[config.mk]
export PLATFORM = sky130hd
export DESIGN_NAME = adc_responder_flat
export DESIGN_NICKNAME = d
export VERILOG_FILES = /design/src/rtl/adc_pkg.sv /design/src/rtl/adc_responder_if.sv /design/src/rtl/adc_resp_sel.sv /design/src/rtl/adc_responder.sv /design/src/flat_wrapper.sv
export SDC_FILE = /design/constraint.sdc
export NUM_CORES = 1
export LEC_CHECK = 0
export ABC_AREA = 0
export CAP_MARGIN = 20
export CORE_MARGIN = 1.5
export CORE_UTILIZATION = 50
export DETAILED_ROUTE_END_ITERATION = 16
export HOLD_SLACK_MARGIN = 0.15
export PLACE_DENSITY_LB_ADDON = 0.1
export SETUP_SLACK_MARGIN = 0.1
export SYNTH_ARGS = -nofsm -noshare
export SYNTH_HDL_FRONTEND = slang
export SYNTH_SLANG_ARGS = --single-unit
[constraint.sdc]
create_clock -name s_clk_i -period 3 [get_ports s_clk_i]
set_input_delay 0.6 -clock s_clk_i [delete_from_list [all_inputs] [get_ports s_clk_i]]
set_output_delay 0.6 -clock s_clk_i [all_outputs]
set_load 0.03 [all_outputs]
[src/rtl/adc_pkg.sv]
// Shared definitions for the ADC serial link (responder and driver sides).
package adc_pkg;

    localparam int unsigned ADC_DATA_W = 10;

    // Bit positions of the command fields within {SGL, ODD, MSBF}
    localparam int unsigned CMD_SGL  = 2;
    localparam int unsigned CMD_ODD  = 1;
    localparam int unsigned CMD_MSBF = 0;

    typedef enum logic [2:0] {
        StIdle,
        StWaitStart,
        StGetSgl,
        StGetOdd,
        StGetMsbf,
        StData,
        StDone
    } resp_state_e;

endpackage

[src/rtl/adc_responder_if.sv]
// Serial link, sample sources and status of the ADC responder.
interface adc_responder_if #(
    parameter int unsigned DATA_W = adc_pkg::ADC_DATA_W
);
    logic              cs_i;
    logic              din_i;
    logic              dout_o;
    logic [DATA_W-1:0] ch0_data_i;
    logic [DATA_W-1:0] ch1_data_i;
    logic              busy_o;
    logic              conv_done_o;
    logic [2:0]        last_cmd_o;

    modport master (
        output cs_i, din_i, ch0_data_i, ch1_data_i,
        input  dout_o, busy_o, conv_done_o, last_cmd_o
    );

    modport slave (
        input  cs_i, din_i, ch0_data_i, ch1_data_i,
        output dout_o, busy_o, conv_done_o, last_cmd_o
    );
endinterface

[src/rtl/adc_resp_sel.sv]
// Channel / pseudo-differential sample select with clamp at zero.
// With ADC_RESP_RAMP_EN defined, internal ramps replace the channel inputs.
module adc_resp_sel
    import adc_pkg::*;
#(
    parameter int unsigned DATA_W = ADC_DATA_W
) (
    input  logic              clk,
    input  logic              rst,
    input  logic              sgl,
    input  logic              odd,
    input  logic              advance,
    input  logic [DATA_W-1:0] ch0_data,
    input  logic [DATA_W-1:0] ch1_data,
    output logic [DATA_W-1:0] sample
);

    logic [DATA_W-1:0] src0;
    logic [DATA_W-1:0] src1;
    logic [DATA_W-1:0] opa;
    logic [DATA_W-1:0] opb;
    logic [DATA_W:0]   diff;

`ifdef ADC_RESP_RAMP_EN
    logic [DATA_W-1:0] ramp0_q;
    logic [DATA_W-1:0] ramp1_q;
    logic              unused_ch;

    always_ff @(posedge clk) begin
        if (rst) begin
            ramp0_q <= '0;
            ramp1_q <= DATA_W'('h200);
        end else if (advance) begin
            if (odd) ramp1_q <= ramp1_q + 1'b1;
            else     ramp0_q <= ramp0_q + 1'b1;
        end
    end

    assign src0      = ramp0_q;
    assign src1      = ramp1_q;
    assign unused_ch = ^{ch0_data, ch1_data};
`else
    logic unused_ramp;

    assign src0        = ch0_data;
    assign src1        = ch1_data;
    assign unused_ramp = ^{clk, rst, advance};
`endif

    always_comb begin
        opa    = odd ? src1 : src0;
        opb    = odd ? src0 : src1;
        // One extra bit so a negative difference shows up as the MSB
        diff   = {1'b0, opa} - {1'b0, opb};
        sample = '0;
        if (sgl) begin
            sample = opa;
        end else if (!diff[DATA_W]) begin
            sample = diff[DATA_W-1:0];
        end
    end

endmodule

[src/rtl/adc_responder.sv]
// Serial-side ADC model: decodes {start, SGL, ODD, MSBF}, returns null + DATA_W bits.
// Optional macro ADC_RESP_RAMP_EN switches the sample source to internal ramps.
module adc_responder
    import adc_pkg::*;
#(
    parameter int unsigned DATA_W    = ADC_DATA_W,
    parameter logic        IDLE_DOUT = 1'b0
) (
    input  logic           s_clk_i,
    input  logic           rst_i,
    adc_responder_if.slave bus
);

    localparam int unsigned CntW = (DATA_W > 1) ? $clog2(DATA_W) : 1;
    localparam logic [CntW-1:0] LastBit = CntW'(DATA_W - 1);

    resp_state_e       state_q, state_d;
    logic              dout_q, dout_d;
    logic              busy_q, busy_d;
    logic              done_q, done_d;
    logic [2:0]        last_q, last_d;
    logic [2:0]        cmd_q, cmd_d;
    logic [DATA_W-1:0] sr_q, sr_d;
    logic [CntW-1:0]   cnt_q, cnt_d;
    logic [DATA_W-1:0] sample;

    adc_resp_sel #(
        .DATA_W (DATA_W)
    ) u_sel (
        .clk      (s_clk_i),
        .rst      (rst_i),
        .sgl      (cmd_q[CMD_SGL]),
        .odd      (cmd_q[CMD_ODD]),
        .advance  (done_q),
        .ch0_data (bus.ch0_data_i),
        .ch1_data (bus.ch1_data_i),
        .sample   (sample)
    );

    always_ff @(posedge s_clk_i) begin
        if (rst_i) begin
            state_q <= StIdle;
            dout_q  <= IDLE_DOUT;
            busy_q  <= 1'b0;
            done_q  <= 1'b0;
            last_q  <= '0;
            cmd_q   <= '0;
            sr_q    <= '0;
            cnt_q   <= '0;
        end else begin
            state_q <= state_d;
            dout_q  <= dout_d;
            busy_q  <= busy_d;
            done_q  <= done_d;
            last_q  <= last_d;
            cmd_q   <= cmd_d;
            sr_q    <= sr_d;
            cnt_q   <= cnt_d;
        end
    end

    always_comb begin
        state_d = state_q;
        dout_d  = dout_q;
        busy_d  = busy_q;
        done_d  = 1'b0;
        last_d  = last_q;
        cmd_d   = cmd_q;
        sr_d    = sr_q;
        cnt_d   = cnt_q;

        if (bus.cs_i) begin
            // Deselect aborts any frame without touching last_cmd
            state_d = StIdle;
            dout_d  = IDLE_DOUT;
            busy_d  = 1'b0;
        end else begin
            unique case (state_q)
                StIdle: state_d = StWaitStart;
                StWaitStart: begin
                    if (bus.din_i) begin
                        state_d = StGetSgl;
                        busy_d  = 1'b1;
                    end
                end
                StGetSgl: begin
                    cmd_d[CMD_SGL] = bus.din_i;
                    state_d        = StGetOdd;
                end
                StGetOdd: begin
                    cmd_d[CMD_ODD] = bus.din_i;
                    state_d        = StGetMsbf;
                end
                StGetMsbf: begin
                    cmd_d[CMD_MSBF] = bus.din_i;
                    sr_d            = sample;
                    dout_d          = 1'b0;
                    cnt_d           = '0;
                    state_d         = StData;
                end
                StData: begin
                    if (cmd_q[CMD_MSBF]) begin
                        dout_d = sr_q[DATA_W-1];
                        sr_d   = sr_q << 1;
                    end else begin
                        dout_d = sr_q[0];
                        sr_d   = sr_q >> 1;
                    end
                    cnt_d = cnt_q + 1'b1;
                    if (cnt_q == LastBit) begin
                        done_d  = 1'b1;
                        last_d  = cmd_q;
                        state_d = StDone;
                    end
                end
                StDone: begin
                    dout_d = IDLE_DOUT;
                    busy_d = 1'b0;
                end
                default: state_d = StIdle;
            endcase
        end
    end

    assign bus.dout_o      = dout_q;
    assign bus.busy_o      = busy_q;
    assign bus.conv_done_o = done_q;
    assign bus.last_cmd_o  = last_q;

endmodule

[src/flat_wrapper.sv]
// flat-port wrapper written by rule: the top's interface ports become plain ports
module adc_responder_flat import adc_pkg::*;
#(
    parameter int unsigned DATA_W    = ADC_DATA_W,
    parameter logic        IDLE_DOUT = 1'b0
)
  (s_clk_i, rst_i, bus_cs_i, bus_din_i, bus_ch0_data_i, bus_ch1_data_i, bus_dout_o, bus_busy_o, bus_conv_done_o, bus_last_cmd_o);
  adc_responder_if #(.DATA_W(DATA_W)) bus_i ();
  input  logic s_clk_i;
  input  logic rst_i;
  input wire logic [$bits(bus_i.cs_i)-1:0] bus_cs_i;
  input wire logic [$bits(bus_i.din_i)-1:0] bus_din_i;
  input wire logic [$bits(bus_i.ch0_data_i)-1:0] bus_ch0_data_i;
  input wire logic [$bits(bus_i.ch1_data_i)-1:0] bus_ch1_data_i;
  output wire logic [$bits(bus_i.dout_o)-1:0] bus_dout_o;
  output wire logic [$bits(bus_i.busy_o)-1:0] bus_busy_o;
  output wire logic [$bits(bus_i.conv_done_o)-1:0] bus_conv_done_o;
  output wire logic [$bits(bus_i.last_cmd_o)-1:0] bus_last_cmd_o;
  assign bus_i.cs_i = bus_cs_i;
  assign bus_i.din_i = bus_din_i;
  assign bus_i.ch0_data_i = bus_ch0_data_i;
  assign bus_i.ch1_data_i = bus_ch1_data_i;
  assign bus_dout_o = bus_i.dout_o;
  assign bus_busy_o = bus_i.busy_o;
  assign bus_conv_done_o = bus_i.conv_done_o;
  assign bus_last_cmd_o = bus_i.last_cmd_o;
  adc_responder #(.DATA_W(DATA_W), .IDLE_DOUT(IDLE_DOUT)) u_core (.s_clk_i(s_clk_i), .rst_i(rst_i), .bus(bus_i));
endmodule
==> results_tabular.tex, run 1 <==
\begin{tabular}{lr}
\hline
Metric & Value \\
\hline
\multicolumn{2}{l}{\textbf{Run status}} \\
Status & complete, no violations \\
\multicolumn{2}{l}{\textbf{Layout}} \\
Synthesis-to-finish area growth & 25.2\% \\
Antenna diode count & 0 \\
NumNets Final & 320 \\
Number of filler instances in the final layout & 348 \\
Proportion of layout cells with a drive suffix above 1 & roughly 22\% \\
Layout Cells excl Fill & about 330 \\
Area taken by multi-input logic gates & roughly 0.0015 mm\^{}2 \\
Register Area & $\sim$520 um\^{}2 \\
\multicolumn{2}{l}{\textbf{Critical path}} \\
R2r setup slk & 0.33 ns \\
Crit path buffers/inverters & 2 \\
Worst-path cell with the longest stage delay & clkdlybuf4s50\_1 \\
Worst flop-to-flop path startpoint & u\_core.cmd\_q[1] \\
Worst stage delay on the critical path & 0.41 ns \\
CP Launch Type & primary input \\
Type of the worst setup path & in2reg \\
Kind of cell with the highest combined delay on the critical path & compound AO/OA/AOI/OAI gates \\
Endpoint required time on the critical path & $\sim$3.2 ns \\
Worst Setup End Kind & flop \\
Critical Path AT & 2.97 ns \\
Cell chain of the critical path & clkdlybuf4s50\_1 > mux2\_2 > ha\_1 > fa\_2 > nor2b\_2 > o2111a\_2 > o31ai\_4 > a211oi\_4 > buf\_6 > a221oi\_2 > nor3\_2 \\
Critical Path Fanout Max & 5 \\
Beginning of the critical path & bus\_ch0\_data\_i[0] \\
\multicolumn{2}{l}{\textbf{Yosys}} \\
Number of flops mapped to enable cells by yosys & 0 \\
Post-synth design cell area & 0.00211 mm\^{}2 \\
Post-synthesis net count & 281 \\
Distinct cell type count after synthesis & 51 \\
Post-Syn Area per Cell & 8.61 um\^{}2 \\
Portion of the post-synthesis area used by sequential elements & 24.7\% \\
Number of synthesized register bits & 26 \\
Leading register cell type out of synthesis & dfxtp\_1 \\
Cells after Synth & 245 \\
Yosys warning count & 0 \\
Post-synth ARST share & 0\% \\
\multicolumn{2}{l}{\textbf{STA}} \\
Final setup margin & 0.239 ns \\
Final setup viols & 0 \\
Final critical delay including setup and external delays & roughly 2.8 ns \\
Worst slew margin relative to its limit & 54.2\% \\
Final worst path period share & 92.0\% \\
Count of endpoints failing hold in the final timing report & 0 \\
Setup repair after global routing missed its margin & false \\
Upper clock frequency limit & 362 MHz \\
Number of max-slew violations in the final report & 0 \\
Slew @ Worst Pin & 0.686 ns \\
Maximum clock skew at final layout & 0.00583 ns \\
\multicolumn{2}{l}{\textbf{CTS}} \\
Total setup buffers inserted after CTS & 0 \\
Maximum count of clock buffers along a single path & 2 \\
CTS root buf & clkbuf\_8 \\
Clk sink count & 26 \\
Clock transition at the registers of the reported paths & $\sim$0.080 ns \\
TritonCTS clock tree & yes \\
Number of buffers created by CTS & 3 \\
Number of buffers inserted for hold repair after clock tree synthesis & 0 \\
CTS H-Tree Depth & 1 \\
Clock insertion delay at the later pin of the skew report & 0.27 ns \\
\multicolumn{2}{l}{\textbf{Route}} \\
Remaining routing DRC violations & 0 \\
Total via count after detailed routing & 1871 \\
Antenna-violating nets left & 0 \\
Vias per std cell & 5.62 \\
Initial DRC Count & between 80 and 90 \\
First-pass iteration count of the detailed router & 4 \\
Routed wire length per instance & 13.4 um \\
Final wirelength & 4470 um \\
\multicolumn{2}{l}{\textbf{Hold path}} \\
Hold path startpoint & u\_core.cnt\_q[1] \\
Path type of the worst min-delay path & reg2reg \\
\multicolumn{2}{l}{\textbf{Place}} \\
Final weighted congestion in routability-driven placement & about 0.81 \\
Placement-stage worst setup slack & -0.0950 ns \\
Total instance count after detailed placement & 329 \\
Half-perimeter wire length of the detailed placement result & between 3000 and 4000 um \\
IO Port Bufs & 29 \\
\multicolumn{2}{l}{\textbf{Floorplan}} \\
Number of rows in the core area & 23 \\
Horizontal extent of the die & 67.9 um \\
Initial standard-cell utilization of the core & a little over half \\
\# IOs & 30 \\
Full die area & 0.00462 mm\^{}2 \\
Placeable Area & 0.00403 mm\^{}2 \\
Chip Height & 67.9 um \\
\multicolumn{2}{l}{\textbf{Run}} \\
Number of max-capacitance violations reported & 0 \\
\multicolumn{2}{l}{\textbf{Global routing}} \\
Initial antenna violation count & 0 \\
Maximum number of pins on one net before global-route repair & 26 \\
Number of global-route vias before repair & 1862 \\
Global-route wire length before repair & 7670 um \\
Overall global routing resource usage & 21.2\% \\
Gr ovfl total & 0 \\
\multicolumn{2}{l}{\textbf{Power}} \\
Sequential fraction of design power & 43.8\% \\
Internal cell power & 0.583 mW \\
VDD IR max & 0.000186 V \\
Overall power of the completed layout & 0.800 mW \\
Leakage power figure & about 0.93 nW \\
Switching power as a share of total power & a little over a quarter \\
Sw Pwr & 0.217 mW \\
Clk network pwr share & around 28\% \\
Logic pwr share & between 20\% and 30\% \\
Power density over the cells & 303 mW/mm\^{}2 \\
\hline
\end{tabular}
==> flip-flops by register name (all words and copies together) (netlist names) <==
register and count:
u_core.sr_q 10, u_core.cnt_q 4, u_core.bus.last_cmd_o 3, u_core.cmd_q 3
u_core.state_q 3, u_core.bus.busy_o 1, u_core.bus.conv_done_o 1, u_core.bus.dout_o 1
==> cell usage after synthesis, types with 7 or more instances <==
| cell | n | area share, % |
|---|---|---|
| mux2_2 | 10 | 5.3 |
| nor3_1 | 7 | 1.7 |
| o21ai_0 | 12 | 2.8 |
| dfxtp_1 | 26 | 25 |
| nand3_1 | 10 | 2.4 |
| nor2_1 | 24 | 4.3 |
| clkbuf_1 | 7 | 1.2 |
| ha_1 | 11 | 6.5 |
| nor3_2 | 7 | 3.3 |
| xnor2_1 | 9 | 3.7 |
| a21oi_1 | 12 | 2.8 |
| mux2i_1 | 23 | 11 |
| nand2_1 | 16 | 2.8 |
| buf_2 | 7 | 1.7 |
==> stage by stage <==
step	area (um^2)	TNS (ns)	util (%)	hold slack [ns]
after floorplan	2110	0	-	0.462
after global placement	2560	-0.253	63.5	0.474
after detailed placement	2560	-0.532	63.5	0.484
after CTS	2610	0	64.9	0.501
after global routing	2640	0	65.5	0.521
final	2640	0	65.5	0.501
==> metal layers <==
layer  share of wire, %  vias up  global-route usage [%]  wire (um)
li1                   -      967                       -          -
met1                 47      882                    24.5       2120
met2                 50       18                    40.0       2230
met3                1.1        4                    1.15         49
met4                1.7        0                    8.75         77
met5                  0        -                       0          0
==> cells in the final DEF (no fill, tap or decap), types with 4 or more instances in the layout <==
master,n
mux2i_1,23
nand2_1,16
mux2_2,10
a221oi_2,6
inv_1,6
ha_1,11
xnor2_1,9
dfxtp_1,26
nor2b_1,4
a21oi_1,12
clkdlybuf4s50_1,29
nor3_2,7
nor2_1,24
nor3_1,7
buf_4,19
nand3_1,10
o21ai_0,12
clkbuf_8,4
==> cells by family after synthesis <==
| logic type | synth area share, % |
|---|---|
| AOI/OAI and AO/OA | 20.9 |
| adders and majority gates | 7.48 |
| buffers and inverters | 5.04 |
| and+or+nand+nor | 21.1 |
| xor gates and xnor gates | 4.51 |
| DFF | 24.7 |
| muxes | 16.3 |
==> power by group through the flow <==
| stage | sequential [mW] | clock [mW] | combinational (mW) |
|---|---|---|---|
| detailed placement | 0.359 | 0 | 0.216 |
| floorplan | 0.357 | 0 | 0.131 |
| CTS | 0.351 | 0.229 | 0.217 |
| finish | 0.351 | 0.226 | 0.223 |
| global route | 0.351 | 0.234 | 0.245 |
| global placement | 0.359 | 0 | 0.215 |
==> timing repair <==
action	CTS	global route
setup endpoints to repair	0	5
hold endpoints to repair	0	0
resized for setup	0	6
==> cell type report <==
cell class / instances / share of cell area [%]
multi-input combinational: 195 / 56.8
sequential: 26 / 19.7
timing repair buffer: 51 / 18.0
tap: 50 / 2.37
clock buffer: 4 / 2.09
inverter: 7 / 0.996
==> worst reg2reg max path, delay by kind of cell (launching register included) <==
kind | cells | cell delay, ns
AO/OA/AOI/OAI | 4 | 0.67
adder cells (fa/ha/maj) | 2 | 0.56
flip-flops | 1 | 0.37
multiplexers | 1 | 0.36
buffers and inverters | 2 | 0.34
AND/OR/NAND/NOR | 2 | 0.31
==> final timing paths <==
path / endpoint / depth (start not counted)
worst max-delay path: u_core.sr_q[5] / 11
worst min-delay path: u_core.cnt_q[1] / 2
worst max register to register: u_core.sr_q[5] / 11
worst min register to register: u_core.cnt_q[1] / 2
(Power assumes the default switching activity.)
==> run 2: changes to the inputs <==
--- a/config.mk
+++ b/config.mk
@@ -11,7 +11,7 @@
 export CORE_UTILIZATION = 50
 export DETAILED_ROUTE_END_ITERATION = 16
 export HOLD_SLACK_MARGIN = 0.15
-export PLACE_DENSITY_LB_ADDON = 0.1
+export PLACE_DENSITY_LB_ADDON = 0.15
 export SETUP_SLACK_MARGIN = 0.1
 export SYNTH_ARGS = -nofsm -noshare
 export SYNTH_HDL_FRONTEND = slang
==> run 2 against run 1 <==
Net effect: first-iteration DRC count shrank 20%; via count shrank 1.9%; wire length shrank 4.2%; register-to-register slack lost 0.03 ns; largest power group unchanged.
==> results_tabular.tex, run 2 (synthesis gave the netlist of run 1 again) <==
\begin{tabular}{lr}
\hline
Metric & Value \\
\hline
\multicolumn{2}{l}{\textbf{CTS}} \\
CTS H-Tree Depth & 1 (unchanged) \\
Number of buffers inserted for hold repair after clock tree synthesis & 0 (unchanged) \\
CTS root buf & clkbuf\_8 (unchanged) \\
Clock transition at the registers of the reported paths & 0.08 ns (about the same) \\
Clk sink count & 26 (unchanged) \\
Clock insertion delay at the later pin of the skew report & 0.27 ns (about the same) \\
Number of buffers created by CTS & 3 (unchanged) \\
TritonCTS clock tree & yes (unchanged) \\
Maximum count of clock buffers along a single path & 2 (unchanged) \\
\multicolumn{2}{l}{\textbf{Route}} \\
First-pass iteration count of the detailed router & 4 (unchanged) \\
Initial DRC Count & 70 (was 88) \\
Final wirelength & 4280 um (was 4470 um) \\
Total via count after detailed routing & 1836 (was 1871) \\
Antenna-violating nets left & 0 (unchanged) \\
Routed wire length per instance & 13.0 um (was 13.4 um) \\
Vias per std cell & 5.58 (was 5.62) \\
Remaining routing DRC violations & 0 (unchanged) \\
\multicolumn{2}{l}{\textbf{Global routing}} \\
Met1 Track Usage GR & 26.3\% (was 24.5\%) \\
Gr ovfl total & 0 (unchanged) \\
Met2 Use GR & 35.2\% (was 40.0\%) \\
Maximum number of pins on one net before global-route repair & 26 (unchanged) \\
Initial antenna violation count & 0 (unchanged) \\
Met3 track demand over resource & 1.97\% (was 1.15\%) \\
Global-route wire length before repair & 7400 um (was 7670 um) \\
Overall global routing resource usage & 20.2\% (was 21.2\%) \\
Grt peak-use layer & met2 (unchanged) \\
Number of global-route vias before repair & 1726 (was 1862) \\
\multicolumn{2}{l}{\textbf{Floorplan}} \\
Number of rows in the core area & 23 (unchanged) \\
Full die area & 0.00462 mm\^{}2 (unchanged) \\
Horizontal extent of the die & 67.9 um (unchanged) \\
\# IOs & 30 (unchanged) \\
Chip Height & 67.9 um (unchanged) \\
Placeable Area & 0.00403 mm\^{}2 (unchanged) \\
Initial standard-cell utilization of the core & 52.3\% (unchanged) \\
\multicolumn{2}{l}{\textbf{STA}} \\
Count of endpoints failing hold in the final timing report & 0 (unchanged) \\
Setup repair after global routing missed its margin & true (was false) \\
Final setup margin & 0.185 ns (was 0.239 ns) \\
Final setup viols & 0 (unchanged) \\
Final worst path period share & 93.8\% (was 92.0\%) \\
Worst slew margin relative to its limit & 54.8\% (was 54.2\%) \\
Number of max-slew violations in the final report & 0 (unchanged) \\
Upper clock frequency limit & 355 MHz (was 362 MHz) \\
Final critical delay including setup and external delays & 2.82 ns (was 2.76 ns) \\
Slew @ Worst Pin & 0.676 ns (was 0.686 ns) \\
Maximum clock skew at final layout & 0.00350 ns (was 0.00583 ns) \\
\multicolumn{2}{l}{\textbf{Layout}} \\
Synthesis-to-finish area growth & 24.6\% (was 25.2\%) \\
Most flops, register & u\_core.sr\_q (unchanged) \\
Layout Utilization & 65.2\% (was 65.5\%) \\
Registers with the most flip-flops & u\_core.sr\_q (10), u\_core.cnt\_q (4) (unchanged) \\
Most common cell after layout, fill and taps aside & clkdlybuf4s50\_1 (unchanged) \\
Area taken by multi-input logic gates & 0.00152 mm\^{}2 (was 0.00150 mm\^{}2) \\
Number of filler instances in the final layout & 358 (was 348) \\
Most frequent cells in the layout & clkdlybuf4s50\_1, dfxtp\_1, nor2\_1 (unchanged) \\
Layout Cells excl Fill & 329 (was 333) \\
Max FFs per register & 10 (unchanged) \\
NumNets Final & 317 (was 320) \\
Antenna diode count & 0 (unchanged) \\
Proportion of layout cells with a drive suffix above 1 & 21.5\% (was 22.3\%) \\
Register Area & 520 um\^{}2 (unchanged) \\
\multicolumn{2}{l}{\textbf{Critical path}} \\
Worst Setup End Kind & flop (unchanged) \\
Critical Path Fanout Max & 4 (was 5) \\
Number of stages on the worst setup path & 11 (unchanged) \\
Type of the worst setup path & in2reg (unchanged) \\
Endpoint of the most critical register-to-register path & u\_core.sr\_q[1] (was u\_core.sr\_q[5]) \\
Worst reg2reg path depth & 11 (unchanged) \\
Crit path buffers/inverters & 2 (unchanged) \\
Endpoint required time on the critical path & 3.13 ns (was 3.21 ns) \\
Kind of cell with the highest combined delay on the critical path & compound AO/OA/AOI/OAI gates (unchanged) \\
CP Launch Type & primary input (unchanged) \\
Critical Path AT & 2.95 ns (was 2.97 ns) \\
Cell chain of the critical path & clkdlybuf4s50\_1 > mux2i\_1 > ha\_4 > fa\_2 > nor2b\_4 > o2111a\_2 > o31ai\_4 > a211oi\_4 > buf\_6 > a221oi\_2 > nor3\_2 (was clkdlybuf4s50\_1 > mux2\_2 > ha\_1 > fa\_2 > nor2b\_2 > o2111a\_2 > o31ai\_4 > a211oi\_4 > buf\_6 > a221oi\_2 > nor3\_2) \\
Worst flop-to-flop path startpoint & u\_core.cmd\_q[1] (unchanged) \\
Worst stage delay on the critical path & 0.41 ns (about the same) \\
R2r setup slk & 0.30 ns (was 0.33 ns) \\
Worst-path cell with the longest stage delay & clkdlybuf4s50\_1 (unchanged) \\
\multicolumn{2}{l}{\textbf{Hold path}} \\
Hold path startpoint & u\_core.cnt\_q[1] (unchanged) \\
Worst hold path depth & 2 (unchanged) \\
Hold endpoint & u\_core.cnt\_q[1] (unchanged) \\
Path type of the worst min-delay path & reg2reg (unchanged) \\
\multicolumn{2}{l}{\textbf{Power}} \\
Power density over the cells & 291 mW/mm\^{}2 (was 303 mW/mm\^{}2) \\
VDD IR max & 0.000151 V (was 0.000186 V) \\
Leakage power figure & 0.926 nW (was 0.931 nW) \\
\multicolumn{2}{l}{\textbf{Run status}} \\
Status & complete, no violations (unchanged) \\
\multicolumn{2}{l}{\textbf{Place}} \\
Total instance count after detailed placement & 325 (was 329) \\
Half-perimeter wire length of the detailed placement result & 3250 um (was 3480 um) \\
Final weighted congestion in routability-driven placement & 0.843 (was 0.809) \\
Placement-stage worst setup slack & -0.112 ns (was -0.0950 ns) \\
IO Port Bufs & 29 (unchanged) \\
\multicolumn{2}{l}{\textbf{Run}} \\
Number of max-capacitance violations reported & 0 (unchanged) \\
\hline
\end{tabular}
-- run 2: layout make-up --
| cell class | count | area share (%) |
|---|---|---|
| Clock buffer | 3 | 1.57 |
| Inverter | 7 | 1.00 |
| Multi-Input combinational cell | 195 | 57.9 |
| Sequential cell | 26 | 19.8 |
| Tap cell | 50 | 2.38 |
| Timing Repair Buffer | 48 | 17.3 |
-- run 2: per-stage QoR --
stage	setup TNS [ns]	area (um^2)	total power [mW]	hold slack [ns]
global placement	-0.419	2530	0.567	0.475
finish	0	2630	0.764	0.496
detailed placement	-0.733	2530	0.568	0.483
global route	0	2630	0.807	0.536
CTS	0	2570	0.757	0.495
floorplan	0	2110	0.488	0.462
-- run 2: repair_timing --
action,in CTS,in global routing
setup buffers,0,1
endpoints found under the setup margin,0,8
resized for setup,0,11
endpoints found under the hold margin,0,0
-- run 2: where the power goes --
part	switching (mW)	internal, mW	total, mW
Sequential	0.00533	0.347	0.352
Clock	0.101	0.0899	0.191
Combinational	0.103	0.118	0.221
Total	0.209	0.555	0.764
-- run 2: how the worst max path moves through the flow --
stage	start	endpoint	slack [ns]
2_1_floorplan	u_core.cmd_q[1]	u_core.sr_q[4]	0.21
3_3_place_gp	bus_ch0_data_i[2]	u_core.sr_q[1]	-0.07
3_5_place_dp	bus_ch1_data_i[2]	u_core.sr_q[6]	-0.11
4_1_cts	bus_ch0_data_i[0]	u_core.sr_q[0]	0.14
5_1_grt	bus_ch0_data_i[0]	u_core.sr_q[6]	0.07
6_report	bus_ch0_data_i[0]	u_core.sr_q[1]	0.18
-- run 2: tightest hold or removal path: stages, from the launching register on --
cell and delay [ns]:
dfxtp_1 0.34, nand2_1 0.06, a21oi_1 0.05
-- run 2: routing by layer --
metal / vias up / share of wire, %
met5: - / 0
met4: 0 / 1.3
met3: 4 / 2.2
met2: 27 / 48
met1: 842 / 48
li1: 963 / -
==> RTL change 1 (flow settings as in run 1) <==
`ADC_DATA_W`: 10 -> 20.
--- a/src/rtl/adc_pkg.sv
+++ b/src/rtl/adc_pkg.sv
@@ -3,3 +3,3 @@
 
-    localparam int unsigned ADC_DATA_W = 10;
+    localparam int unsigned ADC_DATA_W = 20;
 
Ports: changed (resized bus_ch0_data_i and bus_ch1_data_i); port bits go from 30 to 50. No check against the original RTL was run, so the function may have changed too.
==> RTL change 1 against run 1 <==
The flow now finishes with violations (DRC). Sequential cell count up 11. Area after synthesis is 60% higher. Sequential power grew 41%. Fmax is 6.6% lower. Worst setup slack worse by 0.20 ns. Wire length rose to 2.6 times the old value. Power increased by 110%. Largest power group is now combinational cells. Cell count increased by 86%. Design area rose by 100%.
==> RTL change 1: results (changes against run 1) <==
- R2r endpoint: u_core.sr_q[11]$_SDFFE_PP0P_
- Hold path start: u_core.bus.last_cmd_o[2]$_SDFFE_PP0P_
- HPWL after DPL: 6.99 mm (+100%)
- Worst R2R Setup Slack: 0.04 ns (-0.29 ns)
- # port buffers: 49 (+69%)
- Violations in the final reports: DRC
- Global-route wire length before repair: 16.2 mm (+110%)
- Lkg Pwr: 2.06 nW (+120%)
- Maximum vdd ir drop: 0.170 mV (-8.7%)
- Tightest Pin Transition: 0.919 ns (+0.233 ns)
- Skew-Pair Late Insertion Delay: 0.29 ns (+0.02 ns)
- CP max FO: 6 (+1)
- Post-placement cell area: 4420 sq um (+73%)
- Final #Nets: 608 (+90%)
- Net Switching: 502 uW (+130%)
- Pre-antenna DRT Iters: 12 (+8)
- Fillers: 401 (+15%)
- Met1 WL: 4.64 mm (+120%)
- Status: finished with violations
- Routability cong.: 0.841 (+4.0%)
- Top post-synthesis cells by area: dfxtp_1, mux2_2, ha_1
- Initial DRC count: 360 (+310%)
- Met2 wire length: 5.71 mm (+160%)
- Top flop regs: u_core.sr_q: 20 flops, u_core.cnt_q: 5 flops
- Wire length on met3: 701 um (+1300%)
- Pwr dens: 322 nW/um^2 (+6.0%)
- Final wirelength: 11.5 mm (+160%)
- Reg2Reg Depth: 14 (+3)
- # DRC: 2 (+2)
- WHS Endpoint: u_core.bus.last_cmd_o[2]$_SDFFE_PP0P_
- Flop pwr share: 0.292 (-0.146)
- CP max-delay cell: fa_2
- Skew final: 0.00398 ns (-0.00185 ns)
- Syn_nets: 486 (+73%)
- GRT Util Overall: 0.272 (+0.0602)
- Post-synthesis sequential area ratio: 0.220 (-0.0273)
- DR vias/cell: 6.22 (+11%)
- Total CTS buffers: 5 (+2)
- Post-synth top cells: nand2_1, o21ai_0, mux2_2
- Crit path DAT: 3.14 ns (+0.17 ns)
- Pin count of the biggest net entering global routing: 25 (-3.8%)
==> RTL change 1: cell count changes after synthesis, sizes merged, moves of 6 or more <==
cell    change
ha          +9
o21ai      +26
a21o        +6
a221oi      +6
a21oi      +20
nand4       +7
xor2       +10
nand2      +25
mux2       +28
dfxtp      +11
clkbuf     +13
==> RTL change 1: worst max path at each step <==
| stage | start | to | slack, ns | cells after the start |
|---|---|---|---|---|
| 2_1_floorplan | u_core.cmd_q[1]$_SDFFE_PP0P_ | u_core.sr_q[14]$_SDFFE_PP0P_ | 0.11 | 12 |
| 3_3_place_gp | bus_ch1_data_i[0] | u_core.sr_q[10]$_SDFFE_PP0P_ | -0.30 | 14 |
| 3_5_place_dp | bus_ch1_data_i[0] | u_core.sr_q[10]$_SDFFE_PP0P_ | -0.37 | 14 |
| 4_1_cts | bus_ch0_data_i[7] | u_core.sr_q[9]$_SDFFE_PP0P_ | 0.07 | 11 |
| 5_1_grt | u_core.cmd_q[1]$_SDFFE_PP0P_ | u_core.sr_q[11]$_SDFFE_PP0P_ | -0.08 | 14 |
| 6_report | u_core.cmd_q[1]$_SDFFE_PP0P_ | u_core.sr_q[11]$_SDFFE_PP0P_ | 0.04 | 14 |
==> RTL change 1: metal layers <==
| metal | global-route usage | up-vias |
|---|---|---|
| li1 | - | 1810 |
| met1 | 0.353 | 1820 |
| met2 | 0.477 | 191 |
| met3 | 0.0272 | 40 |
| met4 | 0.0805 | 0 |
| met5 | 0 | - |
==> RTL change 1: what timing repair did <==
action                     in CTS  in global routing
cloned                          2                  2
buffers inserted               11                  7
resized for setup              41                 61
pin swaps                       9                 24
setup endpoints to repair      18                 20
==> RTL change 1: through the flow <==
stage	setup WS, ns	instances	TNS, ns	hold WS, ns
2_1_floorplan	0.113	421	0	0.437
3_3_place_gp	-0.303	592	-4.63	0.446
3_5_place_dp	-0.374	592	-6.05	0.448
4_1_cts	0.0680	613	0	0.459
5_1_grt	-0.0755	621	-0.427	0.487
6_report	0.0423	621	0	0.454
==> RTL change 1: final cells by class <==
type                       instances  area, sq um  area share
inverter                          10         37.5     0.00713
multi-input combinational        348         2950       0.559
clock buffer                       5         68.8      0.0131
sequential                        37          744       0.141
clock inverter                     3         65.1      0.0124
timing repair buffer             141         1310       0.248
tap                               77         96.3      0.0183
==> RTL change 1: cells by family (layout without fill, tap and decap cells) <==
logic type | count (synthesis) | after routing | synth area share
buffers and inverters | 36 | 159 | 0.0453
adders and majority gates | 21 | 21 | 0.0801
xor gates and xnor gates | 22 | 22 | 0.0571
muxes | 62 | 62 | 0.198
AOI/OAI and AO/OA | 126 | 126 | 0.236
and+or+nand+nor | 117 | 117 | 0.164
DFF | 37 | 37 | 0.220
==> RTL change 2 (config.mk and constraints of run 1) <==
Made on the original files. Re-encode `resp_state_e` (7 states) as one-hot, 7 bits wide.
--- a/src/rtl/adc_pkg.sv
+++ b/src/rtl/adc_pkg.sv
@@ -10,10 +10,10 @@
 
-    typedef enum logic [2:0] {
-        StIdle,
-        StWaitStart,
-        StGetSgl,
-        StGetOdd,
-        StGetMsbf,
-        StData,
-        StDone
+    typedef enum logic [6:0] {
+        StIdle      = 7'b0000001,
+        StWaitStart = 7'b0000010,
+        StGetSgl    = 7'b0000100,
+        StGetOdd    = 7'b0001000,
+        StGetMsbf   = 7'b0010000,
+        StData      = 7'b0100000,
+        StDone      = 7'b1000000
     } resp_state_e;
Formal check against the unedited RTL: no difference found for any inputs over 10 cycles, from zero or initial values and one cycle with rst_i high; not proved beyond that.
==> RTL change 2 against run 1 <==
Synthesized cell count is 13% higher. Cell count increased by 15%. Area after synthesis is 6.2% higher. Utilization increased by 1.1 points. First-iteration DRC count up 73%. Power grew 22%. Sequential cell count is 4 higher. Worst hold slack worse by 0.027 ns. Design area increased by 9.2%. Worst setup slack worse by 0.046 ns. Combinational power increased by 4%. Wire length up 24%. Via count rose by 18%. Critical path type unchanged.
==> RTL change 2: results (changes against run 1) <==
- Primary FF master, synth: dfxtp_1
- Top post-synthesis cells by area: dfxtp_1, mux2i_1, ha_1
- # port buffers: 29 (unchanged)
- Routability cong.: 0.849 (+5.0%)
- Post-synth top cells: dfxtp_1, nor2_1, nand2_1
- Placed cell count: 368 (+12%)
- Fillers: 404 (+16%)
- CP max FO: 5 (unchanged)
- Pin count of the biggest net entering global routing: 18 (-31%)
- Maximum vdd ir drop: 0.225 mV (+21%)
- Skew final: 0.00652 ns (+0.000688 ns)
- Status: completed
- HPWL after DPL: 4.18 mm (+20%)
- Met1 usage in global routing: 0.331 (+0.0857)
- GRT Util Overall: 0.235 (+0.0229)
- Lkg Pwr: 1.09 nW (+17%)
- Overflow after GRT: 0 (unchanged)
- Ys Warns: 0 (unchanged)
- Post-synth ARST share: 0 (unchanged)
- # rows: 24 (+4.3%)
- Global-route wire length before repair: 9.29 mm (+21%)
- Syn_nets: 313 (+11%)
- Antenna diode count: 0 (unchanged)
- Initial DRC count: 152 (+73%)
- Synth unique cells: 52 (+2.0%)
- Total CTS buffers: 5 (+2)
- Skew-Pair Late Insertion Delay: 0.28 ns
- GR Util met2: 0.367 (-0.0333)
- Final wirelength: 5.55 mm (+24%)
- Share of layout cells above drive strength 1: 0.197 (-0.0256)
- Fin cells: 382 (+15%)
- Vias in the first global route: 2011 (+8.0%)
- Crit path DAT: 2.98 ns (about the same)
- Top flop regs: u_core.sr_q: 10 flops, u_core.state_q: 7 flops, u_core.cnt_q: 4 flops
- Pre-antenna DRT Iters: 5 (+1)
- Post-route core utilization: 0.666 (+0.0114)
- H-tree depth: 2 (+1)
- Post-placement cell area: 2700 sq um (+5.4%)
- Worst slew margin: 0.568 (+0.0260)
- Worst hold path type: reg2reg
- Vias: 2214 (+18%)
- Post-synthesis sequential area ratio: 0.268 (+0.0213)
- Gate count of the mapped netlist: 277 (+13%)
- GRT met3 Usage: 0.0476 (+0.0361)
- CTS root buf: clkbuf_8
-- RTL change 2: metal layers --
| layer | vias up | wire (um) |
|---|---|---|
| met5 | - | 0 |
| met4 | 0 | 51 |
| met3 | 5 | 319 |
| met2 | 57 | 2490 |
| met1 | 1022 | 2690 |
| li1 | 1130 | - |
-- RTL change 2: where the power goes --
group / total (mW) / internal, mW / switching, mW
Clock: 0.339 / 0.185 / 0.154
Sequential: 0.402 / 0.400 / 0.00202
Combinational: 0.231 / 0.125 / 0.106
Total: 0.973 / 0.710 / 0.262
-- RTL change 2: timing repair --
action / 4_1_cts / 5_1_grt
setup endpoints to repair: 6 / 10
buffers inserted: 0 / 6
gates resized for setup: 0 / 15
pin swaps: 1 / 6
-- RTL change 2: stage by stage --
stage | power, mW | setup slack, ns | hold slack (ns)
after CTS | 0.954 | 0.0632 | 0.474
after global placement | 0.614 | -0.184 | 0.457
after detailed placement | 0.616 | -0.257 | 0.462
after floorplan | 0.530 | 0.176 | 0.440
final | 0.973 | 0.193 | 0.473
after global routing | 1.02 | 0.109 | 0.488
-- RTL change 2: critical path: stages --
cell             delay (ns)
clkdlybuf4s50_1        0.41
mux2_4                 0.30
ha_4                   0.24
nor2b_2                0.15
o31a_1                 0.32
o21ai_2                0.21
o22ai_4                0.14
buf_6                  0.16
a221o_1                0.29
a22o_1                 0.17
-- RTL change 2: cells by family after synthesis --
group | count (synthesis) | synth area share
AOI/OAI and AO/OA | 81 | 0.245
DFF | 30 | 0.268
buffers and inverters | 19 | 0.0430
and+or+nand+nor | 106 | 0.241
adders and majority gates | 12 | 0.0704
muxes | 25 | 0.117
xor gates and xnor gates | 4 | 0.0156
-- RTL change 2: final timing paths --
check / start / to / slack (ns) / cells past startpoint
hold / removal: u_core.sr_q[8]$_SDFFE_PP0P_ / u_core.sr_q[8]$_SDFFE_PP0P_ / 0.47 / 2
setup reg to reg: u_core.cmd_q[1]$_SDFFE_PP0P_ / u_core.sr_q[9]$_SDFFE_PP0P_ / 0.31 / 11
setup / recovery: bus_ch0_data_i[2] / u_core.sr_q[3]$_SDFFE_PP0P_ / 0.19 / 10
hold reg to reg: u_core.sr_q[8]$_SDFFE_PP0P_ / u_core.sr_q[8]$_SDFFE_PP0P_ / 0.47 / 2
-- RTL change 2: final cells by class --
cell class | instances | area share
clock buffer | 7 | 0.0300
clock inverter | 1 | 0.00174
inverter | 7 | 0.00912
multi-input combinational | 228 | 0.551
sequential | 30 | 0.209
tap | 52 | 0.0226
timing repair buffer | 57 | 0.177
